===== src/rtl/dm_access_arbiter_if.sv =====
// rtl/dm_access_arbiter_if.sv - CPU, debug and data-memory signal bundle for dm_access_arbiter
interface dm_access_arbiter_if #(
  parameter int AW = 4,
  parameter int DW = 8
);
  logic          cpu_req;
  logic [AW-1:0] cpu_addr;
  logic [DW-1:0] cpu_wdata;
  logic          cpu_wren;
  logic [DW-1:0] cpu_rdata;
  logic          cpu_stall;

  logic          dbg_req;
  logic [AW-1:0] dbg_addr;
  logic [DW-1:0] dbg_wdata;
  logic          dbg_wren;
  logic          dbg_gnt;
  logic [DW-1:0] dbg_rdata;
  logic          dbg_rvalid;

  logic [AW-1:0] mem_addr;
  logic [DW-1:0] mem_wdata;
  logic          mem_wren;
  logic [DW-1:0] mem_q;

  modport slave (
    input  cpu_req, cpu_addr, cpu_wdata, cpu_wren,
    input  dbg_req, dbg_addr, dbg_wdata, dbg_wren,
    input  mem_q,
    output cpu_rdata, cpu_stall,
    output dbg_gnt, dbg_rdata, dbg_rvalid,
    output mem_addr, mem_wdata, mem_wren
  );

  modport master (
    output cpu_req, cpu_addr, cpu_wdata, cpu_wren,
    output dbg_req, dbg_addr, dbg_wdata, dbg_wren,
    output mem_q,
    input  cpu_rdata, cpu_stall,
    input  dbg_gnt, dbg_rdata, dbg_rvalid,
    input  mem_addr, mem_wdata, mem_wren
  );
endinterface


===== src/rtl/dm_access_arbiter.sv =====
// rtl/dm_access_arbiter.sv - shares single-port data memory between CPU and debug port
module dm_access_arbiter #(
  parameter int AW       = 4,
  parameter int DW       = 8,
  parameter int MAX_WAIT = 4
) (
  input  logic          clk,
  input  logic          reset_n,
  dm_access_arbiter_if.slave bus
);

  localparam int            WW       = (MAX_WAIT > 0) ? $clog2(MAX_WAIT + 1) : 1;
  localparam logic [WW-1:0] WAIT_LIM = WW'(MAX_WAIT);

  typedef enum logic [1:0] {
    CPU_OWN = 2'd0,
    DBG_ACC = 2'd1,
    DBG_RSP = 2'd2
  } state_t;

  state_t        state;
  state_t        state_nxt;
  logic [WW-1:0] wait_cnt;
  logic [WW-1:0] wait_nxt;
  logic [AW-1:0] addr_q;
  logic [DW-1:0] rdata_q;
  logic          rvalid_q;

  logic [AW-1:0] mem_addr_c;
  logic [DW-1:0] mem_wdata_c;
  logic          mem_wren_c;
  logic          gnt_c;
  logic          stall_c;

  always_ff @(posedge clk or negedge reset_n) begin
    if (!reset_n) begin
      state    <= CPU_OWN;
      wait_cnt <= '0;
    end else begin
      state    <= state_nxt;
      wait_cnt <= wait_nxt;
    end
  end

  // Debug address is latched at grant so the response cycle does not depend on the master holding it.
  always_ff @(posedge clk or negedge reset_n) begin
    if (!reset_n) begin
      addr_q   <= '0;
      rdata_q  <= '0;
      rvalid_q <= 1'b0;
    end else begin
      rvalid_q <= (state == DBG_RSP);
      if (state == DBG_ACC) begin
        addr_q <= bus.dbg_addr;
      end
      if (state == DBG_RSP) begin
        rdata_q <= bus.mem_q;
      end
    end
  end

  always_comb begin
    state_nxt   = state;
    wait_nxt    = wait_cnt;
    mem_addr_c  = bus.cpu_addr;
    mem_wdata_c = bus.cpu_wdata;
    mem_wren_c  = bus.cpu_req & bus.cpu_wren;
    gnt_c       = 1'b0;
    stall_c     = 1'b0;
    case (state)
      CPU_OWN: begin
        // CPU keeps its access this cycle; the debug access follows in the next one.
        if (bus.dbg_req && (!bus.cpu_req || wait_cnt == WAIT_LIM)) begin
          state_nxt = DBG_ACC;
        end else if (bus.dbg_req && bus.cpu_req && wait_cnt != WAIT_LIM) begin
          wait_nxt = wait_cnt + WW'(1);
        end
      end
      DBG_ACC: begin
        mem_addr_c  = bus.dbg_addr;
        mem_wdata_c = bus.dbg_wdata;
        mem_wren_c  = bus.dbg_wren;
        gnt_c       = 1'b1;
        stall_c     = 1'b1;
        wait_nxt    = '0;
        state_nxt   = bus.dbg_wren ? CPU_OWN : DBG_RSP;
      end
      DBG_RSP: begin
        mem_addr_c = addr_q;
        mem_wren_c = 1'b0;
        stall_c    = 1'b1;
        state_nxt  = CPU_OWN;
      end
      default: begin
        state_nxt = CPU_OWN;
      end
    endcase
  end

  assign bus.mem_addr   = mem_addr_c;
  assign bus.mem_wdata  = mem_wdata_c;
  assign bus.mem_wren   = mem_wren_c & reset_n;
  assign bus.cpu_rdata  = bus.mem_q;
  assign bus.cpu_stall  = stall_c;
  assign bus.dbg_gnt    = gnt_c;
  assign bus.dbg_rdata  = rdata_q;
  assign bus.dbg_rvalid = rvalid_q;

endmodule


===== src/flat_wrapper.sv =====
// flat-port wrapper written by rule: the top's interface ports become plain ports
module dm_access_arbiter_flat 
#(
  parameter int AW       = 4,
  parameter int DW       = 8,
  parameter int MAX_WAIT = 4
)
  (clk, reset_n, bus_cpu_req, bus_cpu_addr, bus_cpu_wdata, bus_cpu_wren, bus_dbg_req, bus_dbg_addr, bus_dbg_wdata, bus_dbg_wren, bus_mem_q, bus_cpu_rdata, bus_cpu_stall, bus_dbg_gnt, bus_dbg_rdata, bus_dbg_rvalid, bus_mem_addr, bus_mem_wdata, bus_mem_wren);
  dm_access_arbiter_if #(.AW(AW), .DW(DW)) bus_i ();
  input  logic clk;
  input  logic reset_n;
  input wire logic [$bits(bus_i.cpu_req)-1:0] bus_cpu_req;
  input wire logic [$bits(bus_i.cpu_addr)-1:0] bus_cpu_addr;
  input wire logic [$bits(bus_i.cpu_wdata)-1:0] bus_cpu_wdata;
  input wire logic [$bits(bus_i.cpu_wren)-1:0] bus_cpu_wren;
  input wire logic [$bits(bus_i.dbg_req)-1:0] bus_dbg_req;
  input wire logic [$bits(bus_i.dbg_addr)-1:0] bus_dbg_addr;
  input wire logic [$bits(bus_i.dbg_wdata)-1:0] bus_dbg_wdata;
  input wire logic [$bits(bus_i.dbg_wren)-1:0] bus_dbg_wren;
  input wire logic [$bits(bus_i.mem_q)-1:0] bus_mem_q;
  output wire logic [$bits(bus_i.cpu_rdata)-1:0] bus_cpu_rdata;
  output wire logic [$bits(bus_i.cpu_stall)-1:0] bus_cpu_stall;
  output wire logic [$bits(bus_i.dbg_gnt)-1:0] bus_dbg_gnt;
  output wire logic [$bits(bus_i.dbg_rdata)-1:0] bus_dbg_rdata;
  output wire logic [$bits(bus_i.dbg_rvalid)-1:0] bus_dbg_rvalid;
  output wire logic [$bits(bus_i.mem_addr)-1:0] bus_mem_addr;
  output wire logic [$bits(bus_i.mem_wdata)-1:0] bus_mem_wdata;
  output wire logic [$bits(bus_i.mem_wren)-1:0] bus_mem_wren;
  assign bus_i.cpu_req = bus_cpu_req;
  assign bus_i.cpu_addr = bus_cpu_addr;
  assign bus_i.cpu_wdata = bus_cpu_wdata;
  assign bus_i.cpu_wren = bus_cpu_wren;
  assign bus_i.dbg_req = bus_dbg_req;
  assign bus_i.dbg_addr = bus_dbg_addr;
  assign bus_i.dbg_wdata = bus_dbg_wdata;
  assign bus_i.dbg_wren = bus_dbg_wren;
  assign bus_i.mem_q = bus_mem_q;
  assign bus_cpu_rdata = bus_i.cpu_rdata;
  assign bus_cpu_stall = bus_i.cpu_stall;
  assign bus_dbg_gnt = bus_i.dbg_gnt;
  assign bus_dbg_rdata = bus_i.dbg_rdata;
  assign bus_dbg_rvalid = bus_i.dbg_rvalid;
  assign bus_mem_addr = bus_i.mem_addr;
  assign bus_mem_wdata = bus_i.mem_wdata;
  assign bus_mem_wren = bus_i.mem_wren;
  dm_access_arbiter #(.AW(AW), .DW(DW), .MAX_WAIT(MAX_WAIT)) u_core (.clk(clk), .reset_n(reset_n), .bus(bus_i));
endmodule

===== config.mk =====
export PLATFORM = sky130hd
export DESIGN_NAME = dm_access_arbiter_flat
export DESIGN_NICKNAME = d
export VERILOG_FILES = /design/src/rtl/dm_access_arbiter_if.sv /design/src/rtl/dm_access_arbiter.sv /design/src/flat_wrapper.sv
export SDC_FILE = /design/constraint.sdc
export NUM_CORES = 1
export LEC_CHECK = 0
export ABC_AREA = 1
export CAP_MARGIN = 0
export CORE_ASPECT_RATIO = 0.7
export CORE_MARGIN = 10
export CORE_UTILIZATION = 30
export CTS_CLUSTER_SIZE = 12
export DETAILED_ROUTE_END_ITERATION = 10
export GPL_TIMING_DRIVEN = 0
export PLACE_DENSITY_LB_ADDON = 0.25
export SYNTH_ARGS = -nofsm -noshare
export SYNTH_HDL_FRONTEND = slang
export SYNTH_SLANG_ARGS = --single-unit

===== constraint.sdc =====
create_clock -name clk -period 1.6 [get_ports clk]
set_input_delay 0.32 -clock clk [delete_from_list [all_inputs] [get_ports clk]]
set_output_delay 0.32 -clock clk [all_outputs]
set_load 0.02 [all_outputs]

* Yosys cells after proc, flatten, opt, wreduce, memory -nomap -nowiden
Index checks and enable logic that the tools add are counted.
Word-level totals: output and inout port bits 32, input port bits 38, logic and storage cells 35, register bits after elaboration 18
Operators by class: reductions and logical operators 9, bitwise gates (word level) 2, add/subtract/negate cells 1, eq/ne operators 7, multiplexer cells 11
Operators by type and width (count):
- $mux 8 | 1
- $pmux 4 s2 | 1
- $mux 3 | 2
- $pmux 3 s2 | 1
- $mux 2 | 2
- $ne 2x1->1 const B | 2
- $pmux 2 s2 | 1
- $add 3x1->3 const B | 1
- $eq 3x3->1 const B | 1
- $logic_and 1x1->1 | 3
- $ne 3x3->1 const B | 1
- $reduce_and 3->1 | 1
- $and 1x1->1 | 2
- $eq 2x1->1 const B | 1
- $eq 2x2->1 const B | 1
- $logic_not 2->1 | 1
- $mux 1 | 2
- $ne 2x2->1 const B | 1
- $pmux 1 s2 | 1
- $reduce_bool 2->1 | 1
- $reduce_or 2->1 | 1
- $logic_not 1->1 | 1
- $logic_or 1x1->1 | 1

* Depth between registers and ports, before layout
Gate-level depths: netlist of run 1.
depth in word-level cells 5, mapped depth 8, mapped depth without buffers 8

* Worst setup path after synthesis of run 1
OpenSTA, ideal clock, no wires.
kind reg2out, start reg u_core.state[0], end out bus_mem_wren, stages on the path, launching flop included 6, data required time 1.280 ns, buffers on the path 0, data arrival time 1.552 ns, setup slack -0.272 ns, cell sequence dfrtp_1 inv_1 ha_1 inv_1 nand3_1 a21boi_0
Between the ends: longest elaborated chain between the ends 3, elaborated cells between the ends (all ways) 4, classes of those cells eq/ne: 2; mux: 1; bitwise: 1
Ends and longest elaborated chain:
- from (decl) | RTL line dm_access_arbiter.sv:21 | state_t state;
- from (signal assigned) | RTL line dm_access_arbiter.sv:40 | state <= state_nxt;
- $eq 2x2->1 / $eq 2x1->1 (equally long branches) | RTL line dm_access_arbiter.sv:70 | case (state)
- $pmux 1 s2 (*) | RTL line dm_access_arbiter.sv:70
- $and 1x1->1 (*) | RTL line dm_access_arbiter.sv:102 | assign bus.mem_wren = mem_wren_c & reset_n;
- to (decl) | RTL line flat_wrapper.sv:28 | output wire logic [$bits(bus_i.mem_wren)-1:0] bus_mem_wren;
Every way passes the cells marked *; elsewhere a longest branch is shown, timed or not.

* Worst setup path in the final report of run 1
Ends and elaborated chain as after synthesis.

==> results of run 1 <==
-- state kept, by name (all words and copies together), names as in the netlist --
register / flops
u_core.addr_q: 4
u_core.bus.dbg_rdata: 8
u_core.bus.dbg_rvalid: 1
u_core.state: 2
u_core.wait_cnt: 3
-- kinds of logic (layout without fill, tap and decap cells) --
| kind of cell | count (synthesis) | count (layout) | share of synthesized area [%] |
|---|---|---|---|
| fa+ha+maj | 5 | 5 | 5.747 |
| compound gates | 10 | 10 | 5.517 |
| flops | 18 | 18 | 41.38 |
| buf+inv | 20 | 106 | 11.72 |
| simple gates | 66 | 66 | 25.29 |
| mux | 8 | 8 | 10.35 |
-- per-stage QoR --
stage / power, uW / instances
after floorplan: 2240 / 127
after global placement: 3239 / 246
after detailed placement: 3283 / 246
after CTS: 4199 / 260
after global routing: 4878 / 263
final: 4627 / 263
-- synth_stat cells --
cell / number / area [um^2]
inv_2: 1 / 3.750
ha_1: 5 / 62.56
a21oi_2: 2 / 17.52
inv_1: 8 / 30.03
nand3_1: 10 / 50.05
buf_4: 8 / 60.06
nand2_4: 2 / 22.52
a21boi_0: 1 / 7.510
a21oi_1: 7 / 35.03
mux2_2: 2 / 22.52
dfrtp_1: 18 / 450.4
buf_6: 3 / 33.78
nor2_1: 8 / 30.03
nand2_1: 46 / 172.7
mux2_4: 6 / 90.09
-- area by class of cell --
type / instances / area (um^2)
Timing Repair Buffer: 82 / 849.6
Timing Repair inverter: 1 / 6.256
Multi-Input combinational cell: 89 / 689.4
Fill cell: 279 / 1254
Inverter: 9 / 51.30
Sequential cell: 18 / 450.4
Tap cell: 50 / 62.56
Clock buffer: 4 / 55.05
Buffer: 10 / 95.09
-- layout by cell type (no fill, tap or decap) --
cell type,netlist,layout
inv_1,8,5
a21oi_1,7,1
clkbuf_8,0,4
inv_6,0,1
clkinv_8,0,1
buf_16,0,1
nand3_2,0,1
a21boi_2,0,1
buf_4,8,15
dlygate4sd2_1,0,5
buf_6,3,19
inv_4,0,1
clkdlybuf4s50_1,0,45
nand2_2,0,14
buf_8,0,1
nor2_1,8,5
nor2_4,0,3
a21oi_2,2,7
a21oi_4,0,1
ha_4,0,3
clkdlybuf4s15_2,0,1
mux2_2,2,2
nand2_4,2,8
ha_1,5,2
dfrtp_1,18,18
nand2_1,46,26
nand3_1,10,9
clkdlybuf4s15_1,0,3
buf_12,0,2
mux2_4,6,6
inv_2,1,2
-- worst max-delay path: stages (launching register included) --
cell and delay, ns:
dfrtp_1 0.39, buf_6 0.12, ha_4 0.20, buf_4 0.15, nand3_1 0.08, a21boi_2 0.17
buf_6 0.14
-- where the power goes --
group	switching (uW)	internal [uW]	total (uW)
combinational	1700	1740	3440
sequential	144	671	815
clock	150	219	368
-- routing by layer --
metal  global-route usage [%]  wire length, um  share of wire (%)
met1                    12.99             1621                 38
met2                    22.27             2301                 54
met3                    3.415              192                4.5
met4                    5.802              129                3.0
met5                        0                0                  0
-- worst max-delay path by stage --
stage                     cells past startpoint                   startpoint      endpoint  slack, ns
after global placement                        3                      reset_n  bus_mem_wren      -1.01
after global routing                          6  u_core.state[0]$_DFFE_PN0P_  bus_mem_wren      -0.25
after detailed placement                      3                      reset_n  bus_mem_wren      -1.03
after CTS                                     6  u_core.state[0]$_DFFE_PN0P_  bus_mem_wren      -0.19
after floorplan                               5  u_core.state[0]$_DFFE_PN0P_  bus_mem_wren      0.006
final                                         6  u_core.state[0]$_DFFE_PN0P_  bus_mem_wren      -0.21
-- what timing repair did --
| action | 4_1_cts | 5_1_grt |
|---|---|---|
| gates resized for setup | 126 | 38 |
| setup buffers | 10 | 2 |
| setup endpoints to repair | 23 | 17 |
| hold buffers | 0 | 0 |
| pin swaps | 8 | 11 |
| gates cloned | 1 | 1 |
==> impl_metrics.csv, run 1 <==
group,metric,value,unit
placed_design,postPlaceCellArea,1858,um^2
sta,slew_violations,0,
sta,fin_hold_ws,0.1090,ns
worst_setup_path,rrSetupSlack,0.10,ns
grt,grtUsageTotal,12.36,%
floorplanning,die_w,92.00,um
sta,final_hold_viol_count,0,
grt,grt_pass1_vias,1264,
sta,finalWorstSetupSlack,-0.2120,ns
routing,routed-via-count,1173,
placed_design,port_buffers,69,
worst_setup_path,worstPathArrival,1.49,ns
worst_setup_path,cp_max_fo,5,
synthesis,syn-cell-area,1089,um^2
grt,grt_pass1_wl,6492,um
cts,cts_root_buf,"clkbuf_8",
grt,grt_antenna_before_repair,0,
routing,wl_per_cell,16.14,um
floorplanning,dieHeight,70.40,um
cts,path_clk_slew,0.07,ns
sta,rsz0062_at_grt,"true",
synthesis,synth_cell_type_count,15,
cts,insertion_delay,0.25,ns
floorplanning,core_area,3513,um^2
floorplanning,row_count,18,
sta,worst_slew_pin_slew,0.4813,ns
sta,slew-limit-headroom,67.91,%
outcome,violations,"setup timing",
synthesis,synth.net_count,170,
routing,routed_via_density,4.460,
routing,drt_iter0_drc,53,
synthesis,ys.warnings.count,0,
synthesis,synth-seq-cells,18,
routing,drc,0,
worst_setup_path,cp-start-kind,"flop",
floorplanning,ios,70,
worst_setup_path,rr_startpoint,"u_core.state[0]$_DFFE_PN0P_",
routing,ant_nets,0,
grt,grt_overflow,0,
worst_setup_path,cp.required,1.28,ns
worst_setup_path,r2r-end,"u_core.wait_cnt[0]$_DFFE_PN0P_",
power_and_ir_drop,powerDensity,2047,nW/um^2
placed_design,hpwl,3068,um
worst_setup_path,worst_setup_path_end_kind,"output pin",
floorplanning,die_area,6476,um^2
synthesis,yosysSeqAreaShare,41.38,%
finish,fin_util,64.32,%
cts,cts_tree,"yes",
sta,setup_viol,14,
placed_design,dp_slack,-1.030,ns
sta,finalSetupTns,-2.165,ns
sta,fmax,551.9,MHz
finish,areaGrowthSynthToFinish,107.6,%
finish,antenna_cells,0,
cts,cts_buffers,3,
sta,clock_skew,0.0004462,ns
grt,grt_max_degree,20,
worst_setup_path,reg2regPathDepth,8,
finish,layout-drive-gt1-share,44.13,%
placed_design,gp_congestion,0.7469,
routing,drt-total-wl,4245,um
synthesis,avgSynthCellArea,8.571,um^2
synthesis,syn_inst,127,
cts,clock_path_buffers,2,
sta,period_share,113.2,%
power_and_ir_drop,leakagePower,0.001069,uW
worst_setup_path,path_class,"flop to output pin",
outcome,outcome,"finished, violations left",
worst_hold_path,min_path_type,"input port to async pin",
routing,drtPass1Iterations,6,
power_and_ir_drop,ir_worst_vdd,1067,uV
sta,min_period,1.812,ns
cts,clock-sinks,18,
floorplanning,start_util,30.98,%
finish,final_nets,257,
finish,stdcell_area,2260,um^2
job,cap_violations,0,
cts,htreeDepth,1,
Note: power is estimated with default switching activity, not from simulation.
==> run 2: changes to the inputs <==
--- a/config.mk
+++ b/config.mk
@@ -5,7 +5,6 @@
 export SDC_FILE = /design/constraint.sdc
 export NUM_CORES = 1
 export LEC_CHECK = 0
-export ABC_AREA = 1
 export CAP_MARGIN = 0
 export CORE_ASPECT_RATIO = 0.7
 export CORE_MARGIN = 10
==> run 2 against run 1 <==
Net effect:
- the run still ends with setup timing left
- via count shrank 8.7%
- combinational power shrank 6%
- critical path type unchanged
- register-to-register slack lost 0.04 ns
- global-route usage shrank 0.86 points
- sequential power is essentially flat
- maximum frequency shrank 3.0%
- power shrank 4.2%
- highest routed layer unchanged
==> impl_metrics.csv, run 2 <==
group,metric,value,unit
outcome,outcome,"finished, violations left",
outcome,violations,"setup timing",
routing,drtPass1Iterations,4,
power_and_ir_drop,leakagePower,0.0009719,uW
worst_setup_path,worstPathArrival,1.55,ns
floorplanning,start_util,32.22,%
synthesis,netlist_top_cells_count,"20 x mux2_2, 18 x dfrtp_1, 8 x buf_4",
placed_design,postPlaceCellArea,1834,um^2
finish,final_common_cell,"clkdlybuf4s50_1",
power_and_ir_drop,power_switching,1713,uW
worst_setup_path,worst_setup_path_end_kind,"output pin",
grt,grt_overflow,0,
synthesis,ys.warnings.count,0,
synthesis,synth_top_area_share,42.96,%
routing,routed_via_density,4.597,
synthesis,synth_xor_area_share,0,%
power_and_ir_drop,powerDensity,1991,nW/um^2
synthesis,synth.most_common_cell,"mux2_2",
finish,final_nets,230,
sta,slew-limit-headroom,68.44,%
synthesis,ys_async_sr_fraction,100.0,%
worst_hold_path,min_path_type,"input port to async pin",
routing,wl_per_cell,15.92,um
cts,htreeDepth,1,
cts,clock-sinks,18,
placed_design,hpwl,2682,um
routing,drc,0,
synthesis,avgSynthCellArea,11.15,um^2
sta,fin_hold_ws,0.01109,ns
worst_setup_path,rrSetupSlack,0.06,ns
worst_setup_path,cp-start-kind,"flop",
synthesis,ys.flop_type,"dfrtp_1",
routing,drt-total-wl,3709,um
sta,finalSetupTns,-3.192,ns
synthesis,synth-compound-area-share,12.29,%
synthesis,syn-cell-area,1049,um^2
worst_setup_path,path_class,"flop to output pin",
finish,layout-drive-gt1-share,51.08,%
finish,antenna_cells,0,
cts,cts_tree,"yes",
worst_setup_path,r2r-end,"u_core.wait_cnt[2]$_DFFE_PN0P_",
power_and_ir_drop,ir_worst_vdd,934.3,uV
sta,min_period,1.867,ns
worst_setup_path,reg2regPathDepth,5,
cts,cts_hold_buffers,0,
synthesis,syn_inst,94,
sta,worst_slew_pin_slew,0.4733,ns
sta,slew_violations,0,
placed_design,port_buffers,69,
floorplanning,die_w,90.66,um
sta,rsz0062_at_grt,"true",
cts,cts_root_buf,"clkbuf_8",
sta,finalWorstSetupSlack,-0.2674,ns
synthesis,synth-seq-cells,18,
synthesis,synth_top_cells_by_area,"dfrtp_1 43%, mux2_2 21%, ha_1 6.0%",
synthesis,synth-adder-area-share,5.967,%
sta,final_hold_viol_count,0,
floorplanning,die_area,6297,um^2
power_and_ir_drop,internal_power,2719,uW
power_and_ir_drop,p_sw_share,38.65,%
worst_setup_path,cp_max_fo,5,
synthesis,yosysSeqAreaShare,42.96,%
finish,finalNonFillerCells,233,
synthesis,synth_top_family_by_area,"multiplexers",
synthesis,synth_edf_count,0,
routing,ant_nets,0,
finish,regArea,450.4,um^2
finish,stdcell_area,2226,um^2
worst_setup_path,rr_startpoint,"u_core.wait_cnt[0]$_DFFE_PN0P_",
routing,drt_iter0_drc,28,
sta,period_share,116.7,%
cts,clock_path_buffers,2,
synthesis,yosys-mux-area-fraction,22.43,%
placed_design,dp_slack,-1.016,ns
synthesis,synth_top_area_cell,"dfrtp_1",
finish,layout_common_cells,"45 x clkdlybuf4s50_1, 23 x buf_4, 18 x dfrtp_1, 17 x buf_6, 12 x mux2_2",
finish,num-fill-cells,258,
floorplanning,row_count,17,
grt,grtUsageTotal,11.50,%
grt,grt_antenna_before_repair,0,
routing,routed-via-count,1071,
job,cap_violations,0,
floorplanning,core_area,3254,um^2
cts,insertion_delay,0.25,ns
cts,cts_buffers,3,
sta,fmax,535.5,MHz
grt,grt_pass1_vias,1195,
power_and_ir_drop,power_frac_seq,18.4,%
cts,path_clk_slew,0.07,ns
floorplanning,dieHeight,69.46,um
sta,clock_skew,0.003944,ns
power_and_ir_drop,clockPowerShare,8.2,%
floorplanning,ios,70,
finish,largest_reg_flops,8,
finish,multi_input_area,643.1,um^2
grt,grt_max_degree,20,
finish,areaGrowthSynthToFinish,112.3,%
synthesis,yosys.area_share.simple,7.041,%
sta,setup_viol,14,
placed_design,gp_congestion,0.7116,
power_and_ir_drop,power.share.combinational,73.4,%
synthesis,synth.net_count,137,
grt,grt_pass1_wl,5996,um
synthesis,synth_cell_type_count,24,
worst_setup_path,cp.required,1.28,ns
placed_design,dp_cells,210,
[run 2: changes by cell type after synthesis, sizes merged, moves of 2 or more]
cell and change:
nand2 -45, o221ai +2, o211ai +2, inv -4, nand3 -7, o21ai +2, a22oi +4, nor2 -4
a21oi -4, mux2 +12
[run 2: cells by family after synthesis]
group                    Yosys count
AND/OR/NAND/NOR                   15
flip-flops                        18
buffers and inverters             17
adder cells (fa/ha/maj)            5
AO/OA/AOI/OAI                     18
multiplexers                      21
[run 2: how the worst max path moves through the flow]
| stage | from | end | depth (start not counted) |
|---|---|---|---|
| global placement | reset_n | bus_mem_wren | 3 |
| CTS | u_core.state[0]$_DFFE_PN0P_ | bus_mem_addr[0] | 7 |
| floorplan | u_core.state[0]$_DFFE_PN0P_ | bus_mem_wren | 6 |
| finish | u_core.state[0]$_DFFE_PN0P_ | bus_mem_wdata[4] | 5 |
| detailed placement | reset_n | bus_mem_wren | 3 |
| global route | u_core.state[1]$_DFFE_PN0P_ | bus_mem_wdata[6] | 5 |
[run 2: worst max-delay path: stages, from the launching register on]
cell and delay (ns):
dfrtp_1 0.41, buf_6 0.13, ha_4 0.18, buf_8 0.14, mux2_4 0.30, buf_6 0.13
[run 2: per-layer routing]
metal | share of wire [%] | up-vias | track usage, %
met4 | 0.75 | 0 | 2.265
met1 | 39 | 512 | 11.69
li1 | - | 509 | -
met3 | 9.0 | 2 | 5.172
met5 | 0 | - | 0
met2 | 51 | 48 | 21.19
[run 2: through the flow]
step | util, % | total power (uW)
2_1_floorplan | - | 2197
3_3_place_gp | 56.36 | 3104
3_5_place_dp | 56.36 | 3161
4_1_cts | 64.98 | 4188
5_1_grt | 68.40 | 4707
6_report | 68.40 | 4433
[run 2: power by group through the flow]
stage	clock network, uW	registers [uW]	logic [uW]
floorplan	0	922	1280
global placement	0	788	2320
detailed placement	0	805	2360
CTS	376	808	3000
global route	406	835	3470
finish	363	817	3250
[run 2: layout make-up]
cell class / instances / area share (%)
buffer: 12 / 5.621
clock buffer: 4 / 2.473
inverter: 5 / 0.8432
multi-input combinational: 59 / 28.89
sequential: 18 / 20.24
tap: 47 / 2.642
timing repair buffer: 88 / 39.29
[run 2: what timing repair did]
action                                  in CTS  in global routing
buffers inserted                             9                  8
cloned                                       2                  1
pin swaps                                   10                  7
endpoints found under the setup margin      23                 17
resized for setup                          122                 23
==> run 3: changes to the inputs <==
==> constraint.sdc (replaced) <==
create_clock -name clk -period 2 [get_ports clk]
set_input_delay 0.4 -clock clk [delete_from_list [all_inputs] [get_ports clk]]
set_output_delay 0.4 -clock clk [all_outputs]
set_load 0.02 [all_outputs]
==> run 3 against run 2 <==
Net effect:
- the flow now finishes without violations
- via count fell by 5.5%
- clock skew down 0.0033 ns
- global-route usage is 1.3 points lower
- register-to-register slack better by 0.43 ns
- critical path type unchanged
- critical endpoint is now bus_mem_wdata[6]
- largest cell class unchanged
==> impl_metrics.csv, run 3 (same netlist as run 2, synthesis figures left out) <==
group,metric,value,unit
worst_setup_path,rrSetupSlack,0.49,ns
finish,areaGrowthSynthToFinish,93.56,%
placed_design,port_buffers,69,
routing,routed_via_density,4.600,
sta,fmax,507.5,MHz
cts,clock-sinks,18,
sta,fin_hold_ws,0.08494,ns
grt,grt_overflow,0,
finish,layout-drive-gt1-share,37.57,%
floorplanning,row_count,17,
worst_hold_path,min_path_type,"input port to async pin",
worst_setup_path,max_stage_delay,0.39,ns
sta,rsz0062_at_grt,"true",
sta,finalWorstSetupSlack,0.02952,ns
placed_design,hpwl,2729,um
grt,grt_antenna_before_repair,0,
grt,grtUsageTotal,10.24,%
placed_design,gp_congestion,0.6760,
finish,final_nets,217,
cts,cts_root_buf,"clkbuf_8",
routing,ant_nets,0,
routing,drt-total-wl,3409,um
cts,insertion_delay,0.25,ns
worst_setup_path,worstPathArrival,1.57,ns
worst_setup_path,cp_max_fo,5,
sta,clock_skew,0.0006888,ns
worst_setup_path,worst_setup_path_end_kind,"output pin",
floorplanning,die_w,90.66,um
cts,cts_buffers,3,
sta,setup_viol,0,
routing,drt_iter0_drc,61,
worst_setup_path,r2r-end,"u_core.addr_q[0]$_DFFE_PN0P_",
worst_setup_path,slowest_stage,"dfrtp_1",
routing,routed-via-count,1012,
finish,multi_input_area,571.8,um^2
placed_design,dp_slack,-0.7259,ns
worst_setup_path,cp.required,1.60,ns
outcome,outcome,"complete, no violations",
routing,drc,0,
floorplanning,start_util,32.22,%
floorplanning,dieHeight,69.46,um
power_and_ir_drop,leakagePower,0.0009068,uW
finish,regArea,450.4,um^2
cts,cts_tree,"yes",
sta,slew-limit-headroom,68.93,%
floorplanning,ios,70,
worst_setup_path,crit_path_start,"u_core.state[1]$_DFFE_PN0P_",
sta,min_period,1.970,ns
sta,slew_violations,0,
worst_setup_path,reg2regPathDepth,6,
floorplanning,die_area,6297,um^2
floorplanning,core_area,3254,um^2
routing,drtPass1Iterations,4,
worst_setup_path,rr_startpoint,"u_core.state[1]$_DFFE_PN0P_",
power_and_ir_drop,ir_worst_vdd,614.1,uV
worst_setup_path,path_class,"flop to output pin",
job,cap_violations,0,
cts,cts_hold_buffers,0,
cts,htreeDepth,1,
grt,grt_pass1_wl,5368,um
finish,antenna_cells,0,
placed_design,dp_cells,210,
grt,grt_pass1_vias,1120,
sta,worst_slew_pin_slew,0.4661,ns
finish,finalNonFillerCells,220,
routing,wl_per_cell,15.50,um
finish,final_common_cell,"clkdlybuf4s50_1",
finish,num-fill-cells,280,
cts,path_clk_slew,0.07,ns
worst_setup_path,crit_path_cell_trace,"inv_2 > ha_4 > buf_8 > mux2_2 > buf_6",
cts,clock_path_buffers,2,
sta,final_hold_viol_count,0,
worst_setup_path,cp-start-kind,"flop",
sta,period_share,98.52,%
grt,grt_max_degree,20,
finish,layout_common_cells,"47 x clkdlybuf4s50_1, 18 x dfrtp_1, 17 x buf_4, 15 x mux2_2, 10 x buf_6",
power_and_ir_drop,powerDensity,1497,nW/um^2
finish,largest_reg_flops,8,
sta,finalSetupTns,0,ns
run 3: worst max path at each step:
stage / to / slack [ns] / depth (start not counted)
after global routing: bus_mem_wdata[6] / -0.04 / 5
final: bus_mem_wdata[6] / 0.03 / 5
after CTS: bus_mem_wren / -0.04 / 7
after detailed placement: bus_mem_wren / -0.73 / 3
after global placement: bus_mem_wren / -0.73 / 3
after floorplan: bus_mem_addr[0] / 0.1 / 5
run 3: cell type report:
cell class / instances / area share [%]
Clock buffer: 4 / 2.713
Inverter: 5 / 0.9248
Sequential cell: 18 / 22.19
Multi-Input combinational cell: 59 / 28.18
Tap cell: 47 / 2.898
Buffer: 11 / 5.179
Timing Repair Buffer: 76 / 37.92
run 3: timing repair:
item,4_1_cts,5_1_grt
resized for setup,72,42
buffers inserted,1,5
setup endpoints to repair,17,17
gates cloned,0,1
pin swaps,0,4
run 3: power by group:
part,internal [uW],switching [uW],total (uW)
Clock,175,120,295
Combinational,1130,970,2100
Sequential,539,105,643
Total,1840,1190,3040
run 3: critical path: cells and delay by family, from the launching register on:
kind	cells	cell delay, ns
fa+ha+maj	1	0.21
buf+inv	3	0.37
flops	1	0.39
mux	1	0.34
run 3: routing by layer:
layer,GRT usage [%],up-vias,wire length [um]
li1,-,486,-
met1,10.78,477,1245
met2,17.87,44,1759
met3,4.957,5,369
met4,2.613,0,35
met5,0,-,0
run 3: stage by stage:
| stage | instance area [um^2] | total power (uW) | utilization, % |
|---|---|---|---|
| 2_1_floorplan | 1049 | 1649 | - |
| 3_3_place_gp | 1798 | 2385 | 55.25 |
| 3_5_place_dp | 1798 | 2431 | 55.25 |
| 4_1_cts | 1847 | 2737 | 56.75 |
| 5_1_grt | 2029 | 3251 | 62.36 |
| 6_report | 2029 | 3038 | 62.36 |
